**config.mk**
```make
export PLATFORM = sky130hd
export DESIGN_NAME = apb_master_ctrl_flat
export DESIGN_NICKNAME = d
export VERILOG_FILES = /design/src/rtl/apb_master_ctrl_if.sv /design/src/rtl/apb_master_ctrl.sv /design/src/flat_wrapper.sv
export SDC_FILE = /design/constraint.sdc
export NUM_CORES = 1
export LEC_CHECK = 0
export CORE_ASPECT_RATIO = 0.6
export CORE_MARGIN = 1.5
export CORE_UTILIZATION = 35
export DETAILED_ROUTE_END_ITERATION = 10
export PLACE_DENSITY = 0.69
export SYNTH_ARGS = -nofsm -noshare
export SYNTH_HDL_FRONTEND = slang
export SYNTH_SLANG_ARGS = --single-unit
export TNS_END_PERCENT = 10
```
**constraint.sdc**
```tcl
create_clock -name clock -period 8.6 [get_ports clock]
set_clock_uncertainty 0.15 [all_clocks]
set_input_delay 1.72 -clock clock [delete_from_list [all_inputs] [get_ports clock]]
set_output_delay 1.72 -clock clock [all_outputs]
set_load 0.02 [all_outputs]
```
**src/rtl/apb_master_ctrl_if.sv**
```systemverilog
// Command/response and APB bus bundle between the bridge core, the APB requester
// and the APB completers.
interface apb_master_ctrl_if #(
  parameter int unsigned ADDR_W = 32,
  parameter int unsigned DATA_W = 32
);
  logic              cmd_valid;
  logic              cmd_ready;
  logic              cmd_write;
  logic [ADDR_W-1:0] cmd_addr;
  logic [DATA_W-1:0] cmd_wdata;
  logic              rsp_valid;
  logic              rsp_err;
  logic [DATA_W-1:0] rsp_rdata;
  logic [3:0]        PSELx;
  logic              PENABLE;
  logic              PWRITE;
  logic [ADDR_W-1:0] PADDR;
  logic [DATA_W-1:0] PWDATA;
  logic [DATA_W-1:0] PRDATA;

  modport master (
    input  cmd_valid, cmd_write, cmd_addr, cmd_wdata, PRDATA,
    output cmd_ready, rsp_valid, rsp_err, rsp_rdata,
           PSELx, PENABLE, PWRITE, PADDR, PWDATA
  );

  modport slave (
    output cmd_valid, cmd_write, cmd_addr, cmd_wdata, PRDATA,
    input  cmd_ready, rsp_valid, rsp_err, rsp_rdata,
           PSELx, PENABLE, PWRITE, PADDR, PWDATA
  );
endinterface

```
**src/rtl/apb_master_ctrl.sv**
```systemverilog
// APB requester: one-entry command buffer, 4-way address decode and a
// SETUP/ENABLE transfer FSM returning read data or a decode error in order.
module apb_master_ctrl #(
  parameter int unsigned ADDR_W = 32,
  parameter int unsigned DATA_W = 32
) (
  input  logic                clock,
  input  logic                reset,
  apb_master_ctrl_if.master   bus
);

  typedef enum logic [1:0] {
    IDLE   = 2'd0,
    SETUP  = 2'd1,
    ENABLE = 2'd2
  } state_t;

  state_t            state;
  logic              buf_valid;
  logic              buf_write;
  logic [ADDR_W-1:0] buf_addr;
  logic [DATA_W-1:0] buf_wdata;
  logic              miss_pend;
  logic [3:0]        buf_sel;

  // Top six address bits pick one of four 64 MB completer windows at 0x8000_0000.
  function automatic logic [3:0] decode(input logic [ADDR_W-1:0] a);
    case (a[ADDR_W-1 -: 6])
      6'h20:   decode = 4'b0001;
      6'h21:   decode = 4'b0010;
      6'h22:   decode = 4'b0100;
      6'h23:   decode = 4'b1000;
      default: decode = 4'b0000;
    endcase
  endfunction

  assign buf_sel       = decode(buf_addr);
  assign bus.cmd_ready = ~buf_valid;

  always_ff @(posedge clock or posedge reset) begin
    if (reset) begin
      state         <= IDLE;
      buf_valid     <= 1'b0;
      buf_write     <= 1'b0;
      buf_addr      <= '0;
      buf_wdata     <= '0;
      miss_pend     <= 1'b0;
      bus.rsp_valid <= 1'b0;
      bus.rsp_err   <= 1'b0;
      bus.rsp_rdata <= '0;
      bus.PSELx     <= 4'b0000;
      bus.PENABLE   <= 1'b0;
      bus.PWRITE    <= 1'b0;
      bus.PADDR     <= '0;
      bus.PWDATA    <= '0;
    end else begin
      bus.rsp_valid <= 1'b0;
      bus.rsp_err   <= 1'b0;
      bus.rsp_rdata <= '0;
      miss_pend     <= 1'b0;

      // A decode miss seen in IDLE answers one edge later.
      if (miss_pend) begin
        bus.rsp_valid <= 1'b1;
        bus.rsp_err   <= 1'b1;
      end

      if (bus.cmd_valid && !buf_valid) begin
        buf_valid <= 1'b1;
        buf_write <= bus.cmd_write;
        buf_addr  <= bus.cmd_addr;
        buf_wdata <= bus.cmd_wdata;
      end

      case (state)
        IDLE: begin
          if (buf_valid) begin
            buf_valid <= 1'b0;
            if (buf_sel != 4'b0000) begin
              bus.PSELx   <= buf_sel;
              bus.PENABLE <= 1'b0;
              bus.PWRITE  <= buf_write;
              bus.PADDR   <= buf_addr;
              bus.PWDATA  <= buf_wdata;
              state       <= SETUP;
            end else begin
              miss_pend <= 1'b1;
            end
          end
        end
        SETUP: begin
          bus.PENABLE <= 1'b1;
          state       <= ENABLE;
        end
        ENABLE: begin
          bus.rsp_valid <= 1'b1;
          bus.rsp_rdata <= bus.PWRITE ? '0 : bus.PRDATA;
          // Chain straight into the next SETUP when a decodable command waits.
          if (buf_valid && buf_sel != 4'b0000) begin
            buf_valid   <= 1'b0;
            bus.PSELx   <= buf_sel;
            bus.PENABLE <= 1'b0;
            bus.PWRITE  <= buf_write;
            bus.PADDR   <= buf_addr;
            bus.PWDATA  <= buf_wdata;
            state       <= SETUP;
          end else begin
            bus.PSELx   <= 4'b0000;
            bus.PENABLE <= 1'b0;
            state       <= IDLE;
          end
        end
        default: begin
          bus.PSELx   <= 4'b0000;
          bus.PENABLE <= 1'b0;
          state       <= IDLE;
        end
      endcase
    end
  end

endmodule
```
**src/flat_wrapper.sv**
```systemverilog
// flat-port wrapper written by rule: the top's interface ports become plain ports
module apb_master_ctrl_flat 
#(
  parameter int unsigned ADDR_W = 32,
  parameter int unsigned DATA_W = 32
)
  (clock, reset, bus_cmd_valid, bus_cmd_write, bus_cmd_addr, bus_cmd_wdata, bus_PRDATA, bus_cmd_ready, bus_rsp_valid, bus_rsp_err, bus_rsp_rdata, bus_PSELx, bus_PENABLE, bus_PWRITE, bus_PADDR, bus_PWDATA);
  apb_master_ctrl_if #(.ADDR_W(ADDR_W), .DATA_W(DATA_W)) bus_i ();
  input  logic clock;
  input  logic reset;
  input wire logic [$bits(bus_i.cmd_valid)-1:0] bus_cmd_valid;
  input wire logic [$bits(bus_i.cmd_write)-1:0] bus_cmd_write;
  input wire logic [$bits(bus_i.cmd_addr)-1:0] bus_cmd_addr;
  input wire logic [$bits(bus_i.cmd_wdata)-1:0] bus_cmd_wdata;
  input wire logic [$bits(bus_i.PRDATA)-1:0] bus_PRDATA;
  output wire logic [$bits(bus_i.cmd_ready)-1:0] bus_cmd_ready;
  output wire logic [$bits(bus_i.rsp_valid)-1:0] bus_rsp_valid;
  output wire logic [$bits(bus_i.rsp_err)-1:0] bus_rsp_err;
  output wire logic [$bits(bus_i.rsp_rdata)-1:0] bus_rsp_rdata;
  output wire logic [$bits(bus_i.PSELx)-1:0] bus_PSELx;
  output wire logic [$bits(bus_i.PENABLE)-1:0] bus_PENABLE;
  output wire logic [$bits(bus_i.PWRITE)-1:0] bus_PWRITE;
  output wire logic [$bits(bus_i.PADDR)-1:0] bus_PADDR;
  output wire logic [$bits(bus_i.PWDATA)-1:0] bus_PWDATA;
  assign bus_i.cmd_valid = bus_cmd_valid;
  assign bus_i.cmd_write = bus_cmd_write;
  assign bus_i.cmd_addr = bus_cmd_addr;
  assign bus_i.cmd_wdata = bus_cmd_wdata;
  assign bus_i.PRDATA = bus_PRDATA;
  assign bus_cmd_ready = bus_i.cmd_ready;
  assign bus_rsp_valid = bus_i.rsp_valid;
  assign bus_rsp_err = bus_i.rsp_err;
  assign bus_rsp_rdata = bus_i.rsp_rdata;
  assign bus_PSELx = bus_i.PSELx;
  assign bus_PENABLE = bus_i.PENABLE;
  assign bus_PWRITE = bus_i.PWRITE;
  assign bus_PADDR = bus_i.PADDR;
  assign bus_PWDATA = bus_i.PWDATA;
  apb_master_ctrl #(.ADDR_W(ADDR_W), .DATA_W(DATA_W)) u_core (.clock(clock), .reset(reset), .bus(bus_i));
endmodule
```
Word-level counts from Yosys, hierarchy flattened
Cells that the tools add are included.

Bits in registers: 173. Input bits: 100. Output and inout bits: 105. Word-level logic and storage cells: 69.

Eq/ne operators: 9. Muxes and demuxes: 35. Bitwise gates (word level): 2. Reduce and logical (&&, ||, !) cells: 9.

Operators by type and width (count): two-way mux 32 bit (8); case mux 32 bit (2 select lines) (2); == test 6 bit (second input constant) (4); case mux 4 bit (4 select lines) (1); two-way mux 1 bit (14); two-way mux 4 bit (3); case mux 4 bit (3 select lines) (1); inequality test 2 x 1 -> 1 bit (second input constant) (3); case mux 1 bit (2 select lines) (3); case mux 2 bit (3 select lines) (1); two-way mux 2 bit (2); AND reduction 4 bit (1); nonzero test 4 bit (1); AND reduction 3 bit (1); == test 2 x 1 -> 1 bit (second input constant) (1); == test 2 bit (second input constant) (1); logical AND 1 bit (2); zero test 2 bit (1); NOT 1 bit (2); AND reduction 2 bit (1); nonzero test 2 bit (1); zero test 1 bit (1).

Longest topological paths before layout
Depth in word-level cells: 6. Depth in mapped cells: 5. Gate-level depth less buffers: 3.

Worst setup path after synthesis
No wires, ideal clock.

Path kind: input to register. Start: in bus_cmd_valid. End: reg u_core.buf_addr[0]. Setup time: 125 ps. Arrival time: 2596 ps. Required time: 8325 ps. Slack: 5729 ps. Cell stages on the path: 4. Path buffers: 2. Cell sequence: nor2b_1 buf_2 buf_2 mux2_2.

Longest elaborated chain between the ends: 1.

Ends and longest elaborated chain: start, declared (RTL line flat_wrapper.sv:11) `input wire logic [$bits(bus_i.cmd_valid)-1:0] bus_cmd_valid;`; logical AND 1 bit (RTL line apb_master_ctrl.sv:68) `if (bus.cmd_valid && !buf_valid) begin`; end signal, assigned (RTL line apb_master_ctrl.sv:71) `buf_addr <= bus.cmd_addr;`; end, declared (RTL line apb_master_ctrl.sv:21) `logic [ADDR_W-1:0] buf_addr;`.

Every way passes these cells. A chain may end at the register's enable or synchronous reset.

==> impl_metrics.py <==
metrics = {
    "run_status": {
        "status": "finished, final reports clean",
    },
    "power": {
        "ir_drop_uv": 149.2,
        "p_leak_nw": 4.253,
        "cellPowerDensity_nw_per_um2": 346.1,
    },
    "synthesis": {
        "synthCells": 383,
        "yosysSeqAreaShare_pct": 65.67,
        "synth.top_cells.by_area": "dfrtp_1, mux2_4, mux2_2, and2_1, buf_12",
        "netlist_area_um2": 6554,
        "synth_top_area_share_pct": 65.67,
        "synth.distinct_cells": 19,
        "syn_nets": 483,
        "ys_warn_count": 0,
        "yosysTopAreaCell": "dfrtp_1",
        "avgSynthCellArea_um2": 17.11,
        "ys_seq_elements": 172,
    },
    "final_layout": {
        "nNetsFinal": 692,
        "antennaDiodeCount": 0,
        "seq_area_um2": 4304,
        "fillers": 1535,
        "areaGrowthSynthToFinish_pct": 42.80,
        "final_common_cell": "clkdlybuf4s50_1",
        "drive_above_1_share_pct": 27.32,
        "design_area_um2": 9359,
        "multi_input_area_um2": 2064,
        "finish.utilization_pct": 51.39,
        "layout_common_cells": "clkdlybuf4s50_1, dfrtp_1, mux2_2, mux2_4, and2_1",
    },
    "clock_tree": {
        "numCtsBuffers": 17,
        "postCtsHoldBufs": 0,
        "clk_latency_ps": 420,
        "cts_tree": "done",
        "cts_max_level": 4,
        "cts-root-buf": "clkbuf_16",
        "clock_path_buffers": 2,
        "post-cts-setup-buffers": 0,
        "cts.repair.resized": 0,
        "numClockSinks": 172,
        "clkTransAtPathRegs_ps": 60,
    },
    "die": {
        "rows": 38,
        "dieWidth_um": 179.7,
        "initial_core_util_pct": 35.99,
        "die_area_um2": 19580,
        "io_pins": 205,
        "fp.dieH_um": 109.0,
        "core-area_um2": 18210,
    },
    "sta": {
        "period_share_pct": 40.97,
        "fin_tns_setup_ps": 0,
        "slew_viol_final": 0,
        "fmax_ghz": 0.2838,
        "finalCriticalPeriod_ps": 3523,
        "setup_viol": 0,
        "tightest_slew_ps": 942.1,
        "max-slew-margin-rel_pct": 37.19,
        "fin_ws_ps": 5077,
        "rsz0062_at_grt": "false",
        "hold_viol": 0,
        "hold_ws_ps": 220.1,
    },
    "grt": {
        "grt-ovfl-total": 0,
        "grt_pass1_wl_um": 22290,
        "grt_pass1_vias": 4179,
        "top_usage_layer": "met2",
        "met1_usage_pct": 18.26,
        "grt_usage_pct": 14.93,
        "antenna_found_initial": 0,
        "grt_max_degree": 99,
        "met2_usage_pct": 22.31,
        "grt_use_met3_pct": 8.550,
    },
    "drt": {
        "first_pass_iters": 4,
        "drtIter0Drc": 136,
        "ant_nets": 0,
        "remaining_drc_errors": 0,
        "vias": 3744,
        "routed_wl_um": 13940,
        "vias_per_cell": 4.436,
        "wl_per_cell_um": 16.52,
    },
    "worst_setup_path": {
        "arrival_ps": 3790,
        "cp-start-kind": "input port",
        "endpoint_kind": "asynchronous set/reset pin",
        "critical_path_required_ps": 8860,
        "reg2reg_slack_ps": 5970,
        "crit_type": "in -> async",
        "crit_fanout": 98,
    },
    "place": {
        "numPortBuffers": 204,
        "dpl.hpwl_um": 9678,
        "place_congestion": 0.7306,
        "dpl-instance-area_um2": 8757,
        "dp_slack_ps": 4535,
    },
    "worst_hold_path": {
        "min_path_type": "reg -> reg",
    },
    "run": {
        "maxCapViolCount": 0,
    },
}
==> stage by stage <==
step	std cells	power [mW]
floorplan	383	2.004
global placement	813	2.454
detailed placement	813	2.496
CTS	844	3.287
global route	844	3.408
finish	844	3.239
==> power by group <==
group	switching (mW)	internal [mW]	total [mW]	leakage, nW
Combinational	0.457	0.685	1.14	1.82
Sequential	0.196	1.13	1.33	2.14
Clock	0.316	0.456	0.772	0.292
==> logic make-up (layout without fill, tap and decap cells) <==
group	count (synthesis)	count (layout)	share of synthesized area, %
flip-flops	172	172	65.67
multiplexers	126	126	25.14
AND/OR/NAND/NOR	55	55	5.403
buffers and inverters	21	242	3.055
AO/OA/AOI/OAI	9	9	0.7254
==> state kept, by name (all words and copies together), names as in the netlist <==
signal and cells:
u_core.buf_valid 1, u_core.buf_wdata 32, u_core.bus.PWRITE 1, u_core.bus.rsp_valid 1, u_core.buf_write 1, u_core.buf_addr 32, u_core.bus.rsp_err 1, u_core.state 2
u_core.bus.PSELx 4, u_core.bus.PADDR 32, u_core.bus.rsp_rdata 32, u_core.miss_pend 1, u_core.bus.PWDATA 32
==> final timing paths <==
path                                   from                 endpoint  cells past startpoint
setup / recovery                      reset  u_core.bus.rsp_rdata[8]                      3
hold / removal             u_core.miss_pend       u_core.bus.rsp_err                      0
setup reg to reg           u_core.buf_valid     u_core.bus.PADDR[17]                      4
hold reg to reg            u_core.miss_pend       u_core.bus.rsp_err                      0
max in group clock          u_core.state[1]              bus_PENABLE                      1
min in group asynchronous             reset      u_core.buf_addr[20]                      2
==> final cells by class <==
type                            instances  share of cell area, %
Multi-Input combinational cell        190                  22.06
Timing Repair Buffer                  208                  22.14
Tap cell                              240                  3.209
Clock inverter                         10                  1.404
Inverter                                3                 0.1738
Sequential cell                       172                  45.99
Clock buffer                           21                  5.027
==> synth_stat cells, drive strengths merged <==
library cell and count:
and2 35, dfrtp 172, nor4b 1, inv 3, buf 15, nor3 1, o21ai 7, nand2 1
or4b 1, nand2b 7, clkbuf 3, nor2b 6, o31ai 1, a21oi 1, mux2 126, nor2 3
==> metal layers <==
metal,part of all wire (%),vias to the layer above,wire [um]
met5,0,-,0
met4,0.90,0,125
met3,11,11,1598
met2,43,144,6063
met1,44,1872,6154
li1,-,1717,-
==> critical path: stages <==
cell and delay [ps]:
clkdlybuf4s50_1 470, inv_6 630, buf_4 830
Note: power is estimated with default switching activity, not from simulation.
